<file path="config.mk">
export PLATFORM = sky130hd
export DESIGN_NAME = reg_file_wr_arbiter
export DESIGN_NICKNAME = d
export VERILOG_FILES = /design/src/rtl/reg_file_pkg.sv /design/src/rtl/wb_fifo.sv /design/src/rtl/reg_file_wr_arbiter.sv
export SDC_FILE = /design/constraint.sdc
export NUM_CORES = 1
export LEC_CHECK = 0
export CORE_MARGIN = 1.5
export CORE_UTILIZATION = 31
export DETAILED_ROUTE_END_ITERATION = 16
export PLACE_DENSITY_LB_ADDON = 0.3
export SYNTH_ARGS = -nofsm -noshare
export SYNTH_HDL_FRONTEND = slang
export SYNTH_SLANG_ARGS = --single-unit
</file>
<file path="constraint.sdc">
create_clock -name clk -period 3.3 [get_ports clk]
set_clock_uncertainty 0.1 [all_clocks]
set_input_delay 0.66 -clock clk [delete_from_list [all_inputs] [get_ports clk]]
set_output_delay 0.66 -clock clk [all_outputs]
set_load 0.01 [all_outputs]
</file>
<file path="src/rtl/reg_file_pkg.sv">
// Shared constants and types for the register-file writeback path.
package reg_file_pkg;

  localparam int unsigned DATA_W = 32;
  localparam int unsigned ADDR_W = 4;
  localparam int unsigned NREG   = 2 ** ADDR_W;

  typedef struct packed {
    logic [ADDR_W-1:0] addr;
    logic [DATA_W-1:0] data;
  } wb_req_t;

  typedef enum logic {
    RR_R0 = 1'b0,
    RR_R1 = 1'b1
  } rr_sel_e;

endpackage

</file>
<file path="src/rtl/wb_fifo.sv">
// Small synchronous FIFO holding pending writeback requests for one requester.
module wb_fifo
  import reg_file_pkg::*;
#(
  parameter type         T     = wb_req_t,
  parameter int unsigned DEPTH = 2
) (
  input  logic clk_i,
  input  logic reset_ni,
  input  logic push_i,
  input  T     din_i,
  input  logic pop_i,
  output logic full_o,
  output logic empty_o,
  output T     head_o
);

  localparam int unsigned PTR_W = (DEPTH > 1) ? $clog2(DEPTH) : 1;
  localparam int unsigned CNT_W = $clog2(DEPTH + 1);

  T                   mem_q [DEPTH];
  logic [PTR_W-1:0]   wr_ptr_q, wr_ptr_d;
  logic [PTR_W-1:0]   rd_ptr_q, rd_ptr_d;
  logic [CNT_W-1:0]   cnt_q, cnt_d;
  logic               push_ok, pop_ok;

  function automatic logic [PTR_W-1:0] inc_ptr(input logic [PTR_W-1:0] p);
    return (p == PTR_W'(DEPTH - 1)) ? '0 : p + 1'b1;
  endfunction

  assign full_o  = (cnt_q == CNT_W'(DEPTH));
  assign empty_o = (cnt_q == '0);
  assign head_o  = mem_q[rd_ptr_q];

  assign push_ok = push_i && !full_o;
  assign pop_ok  = pop_i && !empty_o;

  always_comb begin
    wr_ptr_d = push_ok ? inc_ptr(wr_ptr_q) : wr_ptr_q;
    rd_ptr_d = pop_ok  ? inc_ptr(rd_ptr_q) : rd_ptr_q;
    cnt_d    = cnt_q + CNT_W'(push_ok) - CNT_W'(pop_ok);
  end

  always_ff @(posedge clk_i) begin
    if (!reset_ni) begin
      wr_ptr_q <= '0;
      rd_ptr_q <= '0;
      cnt_q    <= '0;
    end else begin
      wr_ptr_q <= wr_ptr_d;
      rd_ptr_q <= rd_ptr_d;
      cnt_q    <= cnt_d;
    end
  end

  // Storage needs no reset: entries are only visible while counted.
  always_ff @(posedge clk_i) begin
    if (push_ok) mem_q[wr_ptr_q] <= din_i;
  end

endmodule

</file>
<file path="src/rtl/reg_file_wr_arbiter.sv">
// Round-robin arbiter sharing the reg_file write port between ALU (r0) and
// load (r1) writeback, with a per-register outstanding-write mask.
module reg_file_wr_arbiter #(
  parameter int unsigned DATA_W = reg_file_pkg::DATA_W,
  parameter int unsigned ADDR_W = reg_file_pkg::ADDR_W,
  parameter int unsigned DEPTH  = 2
) (
  input  logic                 clk,
  input  logic                 reset_n,
  input  logic                 r0_valid,
  output logic                 r0_ready,
  input  logic [ADDR_W-1:0]    r0_addr,
  input  logic [DATA_W-1:0]    r0_data,
  input  logic                 r1_valid,
  output logic                 r1_ready,
  input  logic [ADDR_W-1:0]    r1_addr,
  input  logic [DATA_W-1:0]    r1_data,
  output logic                 wr_en,
  output logic [ADDR_W-1:0]    write_addr,
  output logic [DATA_W-1:0]    write_data,
  output logic [2**ADDR_W-1:0] pending_mask
);

  localparam int unsigned NREG  = 2 ** ADDR_W;
  localparam int unsigned CNT_W = $clog2(2 * DEPTH + 2);

  typedef struct packed {
    logic [ADDR_W-1:0] addr;
    logic [DATA_W-1:0] data;
  } req_t;

  req_t                  push0, push1, head0, head1, head_sel;
  logic                  full0, full1, empty0, empty1;
  logic                  acc0, acc1, gnt0, gnt1, pop;
  reg_file_pkg::rr_sel_e rr_q, rr_d;
  logic                  wr_en_q;
  logic [ADDR_W-1:0]     waddr_q;
  logic [DATA_W-1:0]     wdata_q;
  logic [CNT_W-1:0]      cnt_q [NREG];
  logic [CNT_W-1:0]      cnt_d [NREG];

  assign r0_ready = reset_n && !full0;
  assign r1_ready = reset_n && !full1;
  assign acc0     = r0_valid && r0_ready;
  assign acc1     = r1_valid && r1_ready;
  assign push0    = '{addr: r0_addr, data: r0_data};
  assign push1    = '{addr: r1_addr, data: r1_data};

  wb_fifo #(.T(req_t), .DEPTH(DEPTH)) u_fifo_r0 (
    .clk_i    (clk),
    .reset_ni (reset_n),
    .push_i   (acc0),
    .din_i    (push0),
    .pop_i    (gnt0),
    .full_o   (full0),
    .empty_o  (empty0),
    .head_o   (head0)
  );

  wb_fifo #(.T(req_t), .DEPTH(DEPTH)) u_fifo_r1 (
    .clk_i    (clk),
    .reset_ni (reset_n),
    .push_i   (acc1),
    .din_i    (push1),
    .pop_i    (gnt1),
    .full_o   (full1),
    .empty_o  (empty1),
    .head_o   (head1)
  );

  always_comb begin
    gnt0     = !empty0 && (empty1 || (rr_q == reg_file_pkg::RR_R0));
    gnt1     = !empty1 && !gnt0;
    pop      = gnt0 || gnt1;
    head_sel = gnt0 ? head0 : head1;
    rr_d     = rr_q;
    if (gnt0) rr_d = reg_file_pkg::RR_R1;
    else if (gnt1) rr_d = reg_file_pkg::RR_R0;
  end

  always_ff @(posedge clk) begin
    if (!reset_n) begin
      rr_q    <= reg_file_pkg::RR_R0;
      wr_en_q <= 1'b0;
      waddr_q <= '0;
      wdata_q <= '0;
    end else begin
      rr_q    <= rr_d;
      wr_en_q <= pop;
      if (pop) begin
        waddr_q <= head_sel.addr;
        wdata_q <= head_sel.data;
      end
    end
  end

  assign wr_en      = wr_en_q;
  assign write_addr = waddr_q;
  assign write_data = wdata_q;

  // Both accepts and the pop may hit one register in the same cycle; apply the net.
  always_comb begin
    for (int unsigned i = 0; i < NREG; i++) begin
      cnt_d[i] = cnt_q[i]
               + CNT_W'(acc0 && (r0_addr == ADDR_W'(i)))
               + CNT_W'(acc1 && (r1_addr == ADDR_W'(i)))
               - CNT_W'(pop && (head_sel.addr == ADDR_W'(i)));
    end
  end

  always_ff @(posedge clk) begin
    for (int unsigned i = 0; i < NREG; i++) begin
      if (!reset_n) cnt_q[i] <= '0;
      else          cnt_q[i] <= cnt_d[i];
    end
  end

  always_comb begin
    pending_mask = '0;
    for (int unsigned i = 0; i < NREG; i++) begin
      pending_mask[i] = (cnt_q[i] != '0);
    end
  end

endmodule

</file>
-- Word level (Yosys, flattened, before mapping)
Memory sizes are Yosys's and may differ from the RTL's. A register that Yosys moved wholly into a read port is not among the register bits.
Index checks and enable logic that the tools add are counted.
- add/subtract/negate cells: 56
- equality and inequality tests: 47
- multiplexer cells: 33
- bitwise logic cells: 17
- reductions and logical operators: 87
- operators with widths (cell ; number):
    3-bit by 1-bit adder with 3-bit output ; 32
    4-bit equality test, second input constant ; 24
    1-bit logical AND ; 58
    4-bit by 3-bit equality test with 1-bit output, second input constant ; 12
    3-bit 2-to-1 mux ; 16
    3-bit nonzero test ; 16
    3-bit by 1-bit subtractor with 3-bit output ; 16
    36-bit 2-to-1 mux ; 1
    4-bit by 2-bit equality test with 1-bit output, second input constant ; 6
    1-bit 2-to-1 mux ; 16
    1-bit OR ; 16
    4-bit by 1-bit equality test with 1-bit output, second input constant ; 3
    4-bit zero test ; 3
    1-bit zero test ; 5
    1-bit adder, second input constant ; 4
    2-bit by 1-bit adder with 2-bit output ; 2
    2-bit equality test, second input constant ; 2
    2-bit zero test ; 2
    2-bit by 1-bit subtractor with 2-bit output ; 2
    1-bit logical OR ; 2
    2-bit nonzero test ; 1
    1-bit NOT ; 1
- bits in registers: 46
- memory bits (writable): 192
- word-level logic and storage cells: 253
- memories kept: 3
- memories (name ; depth ; bits a word ; read ports ; clocked after memory_dff ; write ports ; line ; text):
    u_fifo_r0.mem_q ; 2 ; 36 ; 1 ; 1 ; 1 ; wb_fifo.sv:21 ; T mem_q [DEPTH];
    u_fifo_r1.mem_q ; 2 ; 36 ; 1 ; 1 ; 1 ; wb_fifo.sv:21 ;
    cnt_q ; 16 ; 3 ; 16 ; 0 ; 16 ; reg_file_wr_arbiter.sv:39 ; logic [CNT_W-1:0] cnt_q [NREG];

-- Longest topological paths before layout
Gate-level depths: netlist of the first run.
- word-level depth: 9
- gate-level depth with buffers: 14

-- Cells and area by module
Synthesis of the first run repeated with hierarchy kept, for this count alone.
- cell total of the unflattened synthesis: 832
- area, all modules: 11257.0 µm²
- by module, submodules not included (module ; instances ; cells each ; area each (µm²)):
    wb_fifo ; 2 ; 139 ; 2985.4
    reg_file_wr_arbiter ; 1 ; 554 ; 5286.3

-- Worst setup path before layout of the first run
No wires, ideal clock.
- path type: input-to-reg
- from: input reset_n
- to: memory cnt_q[14][2] (netlist bit)
- setup time: 0.115 ns
- data arrival time: 2.960 ns
- required time: 3.085 ns
- path slack: 0.125 ns
- stages: 11
- buffers on the path: 1
- cell sequence: buf_2 > o211ai_1 > nor3b_1 > nand3_1 > ha_1 > inv_1 > fa_1 > fa_1 > xnor2_1 > xnor2_1 > and2_1
- RTL lines (what ; line ; text):
    start, declared ; reg_file_wr_arbiter.sv:9 ; input logic reset_n,
    end, declared ; reg_file_wr_arbiter.sv:39 ;

==> results of run 1 <==
-- cells in the final DEF (no fill, tap or decap), drive strengths merged, types with 2 or more instances in the layout --
cell	count
o2111ai	2
o2111a	4
a21oi	16
inv	67
nor2b	3
clkdlybuf4s50	129
fa	32
edfxtp	144
mux2i	64
and2	91
bufinv	2
xor2	13
nand4	2
o21a	2
nor3	5
o22ai	8
nor2	19
dfxtp	96
nand3b	2
buf	43
nand3	40
ha	20
xnor2	25
clkbuf	38
clkinv	8
nor3b	2
nand2	55
or3	17
o221ai	32
nand2b	11
o32ai	8
a21boi	2
o211ai	3
-- layout make-up --
type | instances | area, um^2
Tap cell | 448 | 561
Clock buffer | 38 | 777
Fill cell | 3143 | 20000
Clock inverter | 12 | 121
Multi-Input combinational cell | 483 | 3850
Timing Repair Buffer | 172 | 1640
Sequential cell | 240 | 6250
Inverter | 66 | 250
-- synth_stat cells --
master / instances
sky130_fd_sc_hd__and3_1: 1
sky130_fd_sc_hd__nand2_1: 55
sky130_fd_sc_hd__buf_4: 4
sky130_fd_sc_hd__buf_6: 3
sky130_fd_sc_hd__xnor2_1: 25
sky130_fd_sc_hd__clkbuf_1: 11
sky130_fd_sc_hd__or3_1: 17
sky130_fd_sc_hd__edfxtp_1: 144
sky130_fd_sc_hd__ha_1: 20
sky130_fd_sc_hd__nor3_1: 5
sky130_fd_sc_hd__o2111a_1: 4
sky130_fd_sc_hd__o32ai_1: 8
sky130_fd_sc_hd__nand3b_1: 2
sky130_fd_sc_hd__dfxtp_1: 96
sky130_fd_sc_hd__or2_1: 1
sky130_fd_sc_hd__nor3b_1: 2
sky130_fd_sc_hd__xor2_1: 13
sky130_fd_sc_hd__o21ai_2: 1
sky130_fd_sc_hd__o211ai_1: 3
sky130_fd_sc_hd__o2111ai_1: 2
sky130_fd_sc_hd__a21boi_0: 2
sky130_fd_sc_hd__nor2_1: 19
sky130_fd_sc_hd__nor4_1: 1
sky130_fd_sc_hd__nand4_1: 2
sky130_fd_sc_hd__and2_1: 91
sky130_fd_sc_hd__inv_2: 1
sky130_fd_sc_hd__inv_1: 65
sky130_fd_sc_hd__nand3_1: 40
sky130_fd_sc_hd__nand2b_1: 11
sky130_fd_sc_hd__o21a_1: 2
sky130_fd_sc_hd__fa_1: 32
sky130_fd_sc_hd__nor2b_1: 3
sky130_fd_sc_hd__mux2i_1: 64
sky130_fd_sc_hd__a21oi_1: 16
sky130_fd_sc_hd__a21o_1: 1
sky130_fd_sc_hd__buf_2: 19
sky130_fd_sc_hd__o221ai_1: 32
sky130_fd_sc_hd__o22ai_1: 8
-- timing repair --
action | in CTS | in global routing
hold endpoints to repair | 0 | 0
gates resized for setup | 0 | 4
endpoints found under the setup margin | 0 | 8
-- flip-flops by register name, summed over array words and instances (netlist names), named ones only --
signal              count
u_fifo_r0.wr_ptr_q      1
u_fifo_r0.mem_q        72
cnt_q                  48
u_fifo_r1.wr_ptr_q      1
rr_q                    1
write_data             32
u_fifo_r0.rd_ptr_q      1
write_addr              4
wr_en                   1
u_fifo_r1.cnt_q         2
u_fifo_r0.cnt_q         2
u_fifo_r1.rd_ptr_q      1
u_fifo_r1.mem_q        72
-- per-stage QoR --
step | hold slack, ns | std cells | setup WS [ns]
final | 0.431 | 1459 | 0.231
after global routing | 0.459 | 1459 | 0.0150
after CTS | 0.434 | 1459 | 0.134
after detailed placement | 0.425 | 1409 | -0.313
after global placement | 0.403 | 1409 | -0.271
after floorplan | 0.371 | 826 | 0.125
-- per-layer routing --
| layer | vias to the layer above | global-route usage | share of wire |
|---|---|---|---|
| met5 | - | 0 | 0 |
| met4 | 0 | 0.0326 | 0.018 |
| met3 | 30 | 0.0306 | 0.052 |
| met2 | 164 | 0.237 | 0.47 |
| met1 | 3280 | 0.189 | 0.46 |
| li1 | 3239 | - | - |
-- critical path, cell delays in order (launching register included) --
cell	delay, ns
sky130_fd_sc_hd__dfxtp_1	0.36
sky130_fd_sc_hd__or2_1	0.27
sky130_fd_sc_hd__a21o_2	0.26
sky130_fd_sc_hd__buf_4	0.21
sky130_fd_sc_hd__nand3_1	0.11
sky130_fd_sc_hd__a21oi_2	0.07
sky130_fd_sc_hd__ha_1	0.28
sky130_fd_sc_hd__inv_1	0.05
sky130_fd_sc_hd__fa_1	0.40
sky130_fd_sc_hd__fa_1	0.39
sky130_fd_sc_hd__xor2_1	0.18
sky130_fd_sc_hd__xnor2_1	0.13
sky130_fd_sc_hd__and2_1	0.15
-- worst paths after layout --
kind	endpoint	cells after the start	slack (ns)
max	cnt_q[4][2]	12	0.23
min	rr_q	2	0.43
max reg2reg	cnt_q[4][2]	12	0.23
min reg2reg	rr_q	2	0.43
-- cells by family (layout without fill, tap and decap cells) --
group / count (synthesis) / in the layout / share of synthesized area
fa+ha+maj: 52 / 52 / 0.0849
simple gates: 250 / 250 / 0.126
xor+xnor: 38 / 38 / 0.0317
buf+inv: 103 / 288 / 0.0427
mux: 64 / 64 / 0.0610
compound gates: 79 / 79 / 0.0583
flops: 240 / 240 / 0.595
-- power by group --
group / internal, mW / switching, mW
combinational: 1.85 / 1.87
sequential: 3.72 / 0.353
clock: 1.80 / 1.19
total: 7.36 / 3.41
==> results.py, run 1 <==
metrics = {
    "floorplanning": {
        "rows": 67,
        "initial_utilization": 0.314,
        "die-width_um": 187,
        "die_height_um": 187,
        "io_pins": 131,
        "core-area_mm2": 0.0334,
        "fp.dieArea_mm2": 0.0350,
    },
    "layout": {
        "layout-drive-gt1-share": 0.0930,
        "fin_util": 0.402,
        "layout.nets": 1118,
        "area_delta_synth_final_pct": 28.1,
        "diodes": 0,
        "stdcell_area_mm2": 0.0134,
    },
    "global_routing": {
        "grt_pass1_wl_um": 39000,
        "grt_overflow_total": 0,
        "initial_antenna_violation_count": 0,
        "grt_max_degree": 99,
        "grt_usage": 0.142,
        "grt_pass1_vias": 6991,
    },
    "sta": {
        "finalSetupTns_ns": 0,
        "final_max_slew_viols": 0,
        "timing.final.hold_violations": 0,
        "grt_setup_unrepaired": "false",
        "final_min_period_over_clock_period": 0.930,
        "fmaxAchievable_mhz": 326,
        "setup-violations-final": 0,
        "worstMarginPinSlew_ns": 0.651,
        "rel_slew_slack": 0.566,
        "fin_crit_ns": 3.07,
    },
    "cts": {
        "clockBufferDepth": 3,
        "cts-buffers-inserted": 27,
        "htreeDepth": 1,
        "clock_tree_from_tritoncts": "built",
        "worst_setup_hold_path_clk_slew_ns": 0.06,
        "postCtsHoldBufs": 0,
        "post-cts-setup-buffers": 0,
        "root_buffer": "sky130_fd_sc_hd__clkbuf_16",
        "cts_num_sinks": 240,
        "insertion_delay_ns": 0.55,
    },
    "routing": {
        "drc_errors": 0,
        "routed_wire_length_per_instance_um": 16.8,
        "via_count": 6713,
        "drtAntennaViolNets": 0,
        "wirelength_um": 24500,
        "drt-initial-drc-count": 267,
        "drtPass1Iterations": 5,
        "drt-vias-per-instance": 4.60,
    },
    "setup_path": {
        "crit-reg2reg-launch": "u_fifo_r1.cnt_q[0]",
        "critical_path.endpoint_type": "register",
        "worst_ep_arrival_time_ns": 3.40,
        "timing_worst_setup_path_type": "reg2reg",
        "critical_path_peak_fanout": 20,
        "setup.worst_path.start_class": "register",
        "cp_data_required_time_ns": 3.63,
        "critical_path_launch_point": "u_fifo_r1.cnt_q[0]",
    },
    "place": {
        "buffer_ports.inserted": 130,
        "place_congestion": 0.841,
        "dpl.hpwl_um": 16200,
        "postPlaceCellArea_mm2": 0.0125,
    },
    "synthesis": {
        "synthesis.nets": 954,
        "synth_area_leaders": "sky130_fd_sc_hd__edfxtp_1 41%, sky130_fd_sc_hd__dfxtp_1 18%, sky130_fd_sc_hd__fa_1 6.1%, sky130_fd_sc_hd__mux2i_1 6.1%, sky130_fd_sc_hd__and2_1 5.4%",
        "synth.avg_cell_area_um2": 12.7,
        "yosys.area.top_type": "sky130_fd_sc_hd__edfxtp_1",
        "post_synth_instance_area_mm2": 0.0105,
        "yosys_warnings": 0,
        "post_synth_num_cell_types": 38,
        "postSynthRegisterBits": 240,
        "seq_area_frac_synth": 0.595,
        "syn-instance-count": 826,
        "synth.top_cell.area_share": 0.412,
    },
    "power_and_ir_drop": {
        "power_per_cell_area_mw_per_mm2": 802,
        "p_leak_nw": 4.97,
        "p_total_mw": 10.8,
        "power.ir.vdd_worst_mv": 0.449,
    },
    "status": {
        "run_status": "finished, final reports clean",
    },
    "hold_path": {
        "hp-start": "rr_q",
        "worstHoldPathType": "reg2reg",
    },
    "job": {
        "max_cap_viol_count": 0,
    },
}
Power figures use the tool's default switching activity.
==> run 2: changes to the inputs <==
--- a/config.mk
+++ b/config.mk
@@ -7,6 +7,7 @@
 export LEC_CHECK = 0
 export CORE_MARGIN = 1.5
 export CORE_UTILIZATION = 31
+export CTS_CLUSTER_SIZE = 8
 export DETAILED_ROUTE_END_ITERATION = 16
 export PLACE_DENSITY_LB_ADDON = 0.3
 export SYNTH_ARGS = -nofsm -noshare
==> constraint.sdc (replaced) <==
create_clock -name clk -period 3.25 [get_ports clk]
set_clock_uncertainty 0.1 [all_clocks]
set_input_delay 0.65 -clock clk [delete_from_list [all_inputs] [get_ports clk]]
set_output_delay 0.65 -clock clk [all_outputs]
set_load 0.01 [all_outputs]
==> run 2 against run 1 <==
  * Core utilization grew 0.40 points
  * Critical endpoint is now cnt_q[14][2]
  * Global-route usage grew 0.25 points
  * Critical path type is now in2reg
  * Combinational power rose by 1%
==> results.py, run 2 (synthesis gave the netlist of run 1 again) <==
metrics = {
    "status": {
        "run_status": "finished, final reports clean",
    },
    "layout": {
        "largest_registers": "u_fifo_r0.mem_q: 72 flops, u_fifo_r1.mem_q: 72 flops, cnt_q: 48 flops",
        "finalNonFillerCells": 1474,
        "fin_util": 0.406,
        "layout.cells.most_common": "sky130_fd_sc_hd__edfxtp_1",
        "most-common-layout-cells": "144 x sky130_fd_sc_hd__edfxtp_1, 129 x sky130_fd_sc_hd__clkdlybuf4s50_1, 94 x sky130_fd_sc_hd__dfxtp_1, 90 x sky130_fd_sc_hd__and2_1, 65 x sky130_fd_sc_hd__inv_1",
        "stdcell_area_mm2": 0.0136,
        "register_area_mm2": 0.00625,
        "filler_cell_count": 3142,
        "layout-drive-gt1-share": 0.0945,
        "multiInputGateArea_mm2": 0.00384,
        "diodes": 0,
        "layout.nets": 1129,
        "area_delta_synth_final_pct": 29.4,
    },
    "cts": {
        "root_buffer": "sky130_fd_sc_hd__clkbuf_16",
        "cts-buffers-inserted": 36,
        "postCtsHoldBufs": 0,
        "post_cts.resized_instances": 0,
        "post-cts-setup-buffers": 0,
        "insertion_delay_ns": 0.51,
        "cts_num_sinks": 240,
        "clock_tree_from_tritoncts": "built",
        "worst_setup_hold_path_clk_slew_ns": 0.05,
        "htreeDepth": 2,
        "clockBufferDepth": 3,
    },
    "floorplanning": {
        "die_height_um": 187,
        "initial_utilization": 0.314,
        "io_pins": 131,
        "die-width_um": 187,
        "rows": 67,
        "core-area_mm2": 0.0334,
        "fp.dieArea_mm2": 0.0350,
    },
    "global_routing": {
        "grt_max_degree": 63,
        "grt_pass1_vias": 6896,
        "grt_overflow_total": 0,
        "grt_pass1_wl_um": 39400,
        "grt_usage": 0.145,
        "initial_antenna_violation_count": 1,
    },
    "power_and_ir_drop": {
        "power.ir.vdd_worst_mv": 0.492,
        "p_leak_nw": 5.03,
        "power_per_cell_area_mw_per_mm2": 835,
    },
    "setup_path": {
        "max_stage_delay_ns": 0.45,
        "worstPathBufferInverterCount": 3,
        "critical_path_launch_point": "r1_valid",
        "worst_ep_arrival_time_ns": 3.41,
        "crit_slowest_cell": "sky130_fd_sc_hd__clkdlybuf4s50_1",
        "critical_path_peak_fanout": 5,
        "crit-reg2reg-launch": "u_fifo_r1.cnt_q[1]",
        "cp_data_required_time_ns": 3.54,
        "cells_traversed_along_the_worst_timing_path": "clkdlybuf4s50_1 > o211ai_1 > nor3b_1 > buf_4 > nand3_1 > ha_1 > inv_1 > fa_1 > fa_1 > xnor2_1 > xnor2_1 > and2_1",
        "critical_path.endpoint_type": "register",
        "setup.worst_path.start_class": "primary input",
        "cp_top_delay_family": "adder cells",
        "timing_worst_setup_path_type": "in2reg",
    },
    "sta": {
        "final_min_period_over_clock_period": 0.961,
        "rel_slew_slack": 0.563,
        "timing.final.hold_violations": 0,
        "fin_crit_ns": 3.12,
        "final_max_slew_viols": 0,
        "fmaxAchievable_mhz": 320,
        "setup-violations-final": 0,
        "worstMarginPinSlew_ns": 0.655,
        "finalWorstSetupSlack_ns": 0.126,
        "grt_setup_unrepaired": "false",
        "finalHoldWorstSlack_ns": 0.426,
    },
    "routing": {
        "routed_wire_length_per_instance_um": 16.9,
        "drtAntennaViolNets": 0,
        "drc_errors": 0,
        "drtPass1Iterations": 8,
        "drt-initial-drc-count": 295,
        "via_count": 6716,
        "drt-vias-per-instance": 4.56,
        "wirelength_um": 25000,
    },
    "place": {
        "buffer_ports.inserted": 130,
        "postPlaceCellArea_mm2": 0.0125,
        "preCtsSetupSlack_ns": -0.374,
        "place_congestion": 0.843,
        "dpl.cell_count": 1411,
        "dpl.hpwl_um": 16500,
    },
    "job": {
        "max_cap_viol_count": 0,
    },
    "hold_path": {
        "worstHoldPathType": "reg2reg",
        "hp-start": "rr_q",
    },
}
==> run 2: through the flow <==
stage	TNS [ns]	total power, mW
6_report	0	11.3
2_1_floorplan	0	6.46
4_1_cts	0	11.5
3_5_place_dp	-6.37	7.99
5_1_grt	0	12.1
3_3_place_gp	-5.61	7.92
==> run 2: path summary, 6_finish.rpt <==
| kind | end | slack, ns | cells after the start |
|---|---|---|---|
| min reg2reg | rr_q | 0.43 | 2 |
| max reg2reg | cnt_q[14][2] | 0.24 | 13 |
| max | cnt_q[14][2] | 0.13 | 12 |
| min | rr_q | 0.43 | 2 |
==> run 2: routing by layer <==
metal / share of wire / GRT usage
met1: 0.45 / 0.189
met5: 0.00040 / 0
met4: 0.018 / 0.0397
met2: 0.47 / 0.238
met3: 0.056 / 0.0373
==> run 2: worst register-to-register path, stage by stage (launching register included) <==
cell and delay [ns]:
sky130_fd_sc_hd__dfxtp_1 0.30, sky130_fd_sc_hd__buf_4 0.15, sky130_fd_sc_hd__inv_1 0.05, sky130_fd_sc_hd__o211ai_1 0.22, sky130_fd_sc_hd__nor3b_1 0.28, sky130_fd_sc_hd__buf_4 0.17
sky130_fd_sc_hd__nand3_1 0.08, sky130_fd_sc_hd__ha_1 0.27, sky130_fd_sc_hd__inv_1 0.05, sky130_fd_sc_hd__fa_1 0.41, sky130_fd_sc_hd__fa_1 0.39, sky130_fd_sc_hd__xnor2_1 0.19
sky130_fd_sc_hd__xnor2_1 0.08, sky130_fd_sc_hd__and2_1 0.15
==> run 2: final cells by class <==
class / count / share of cell area
clock inverter: 3 / 0.00166
multi-input combinational: 483 / 0.283
timing repair buffer: 174 / 0.120
sequential: 240 / 0.460
inverter: 66 / 0.0184
clock buffer: 60 / 0.0753
tap: 448 / 0.0413
==> run 2: report_power, final <==
part           internal (mW)  switching [mW]
clock                   2.13            1.31
sequential              3.78           0.352
combinational           1.88            1.89
total                   7.79            3.55
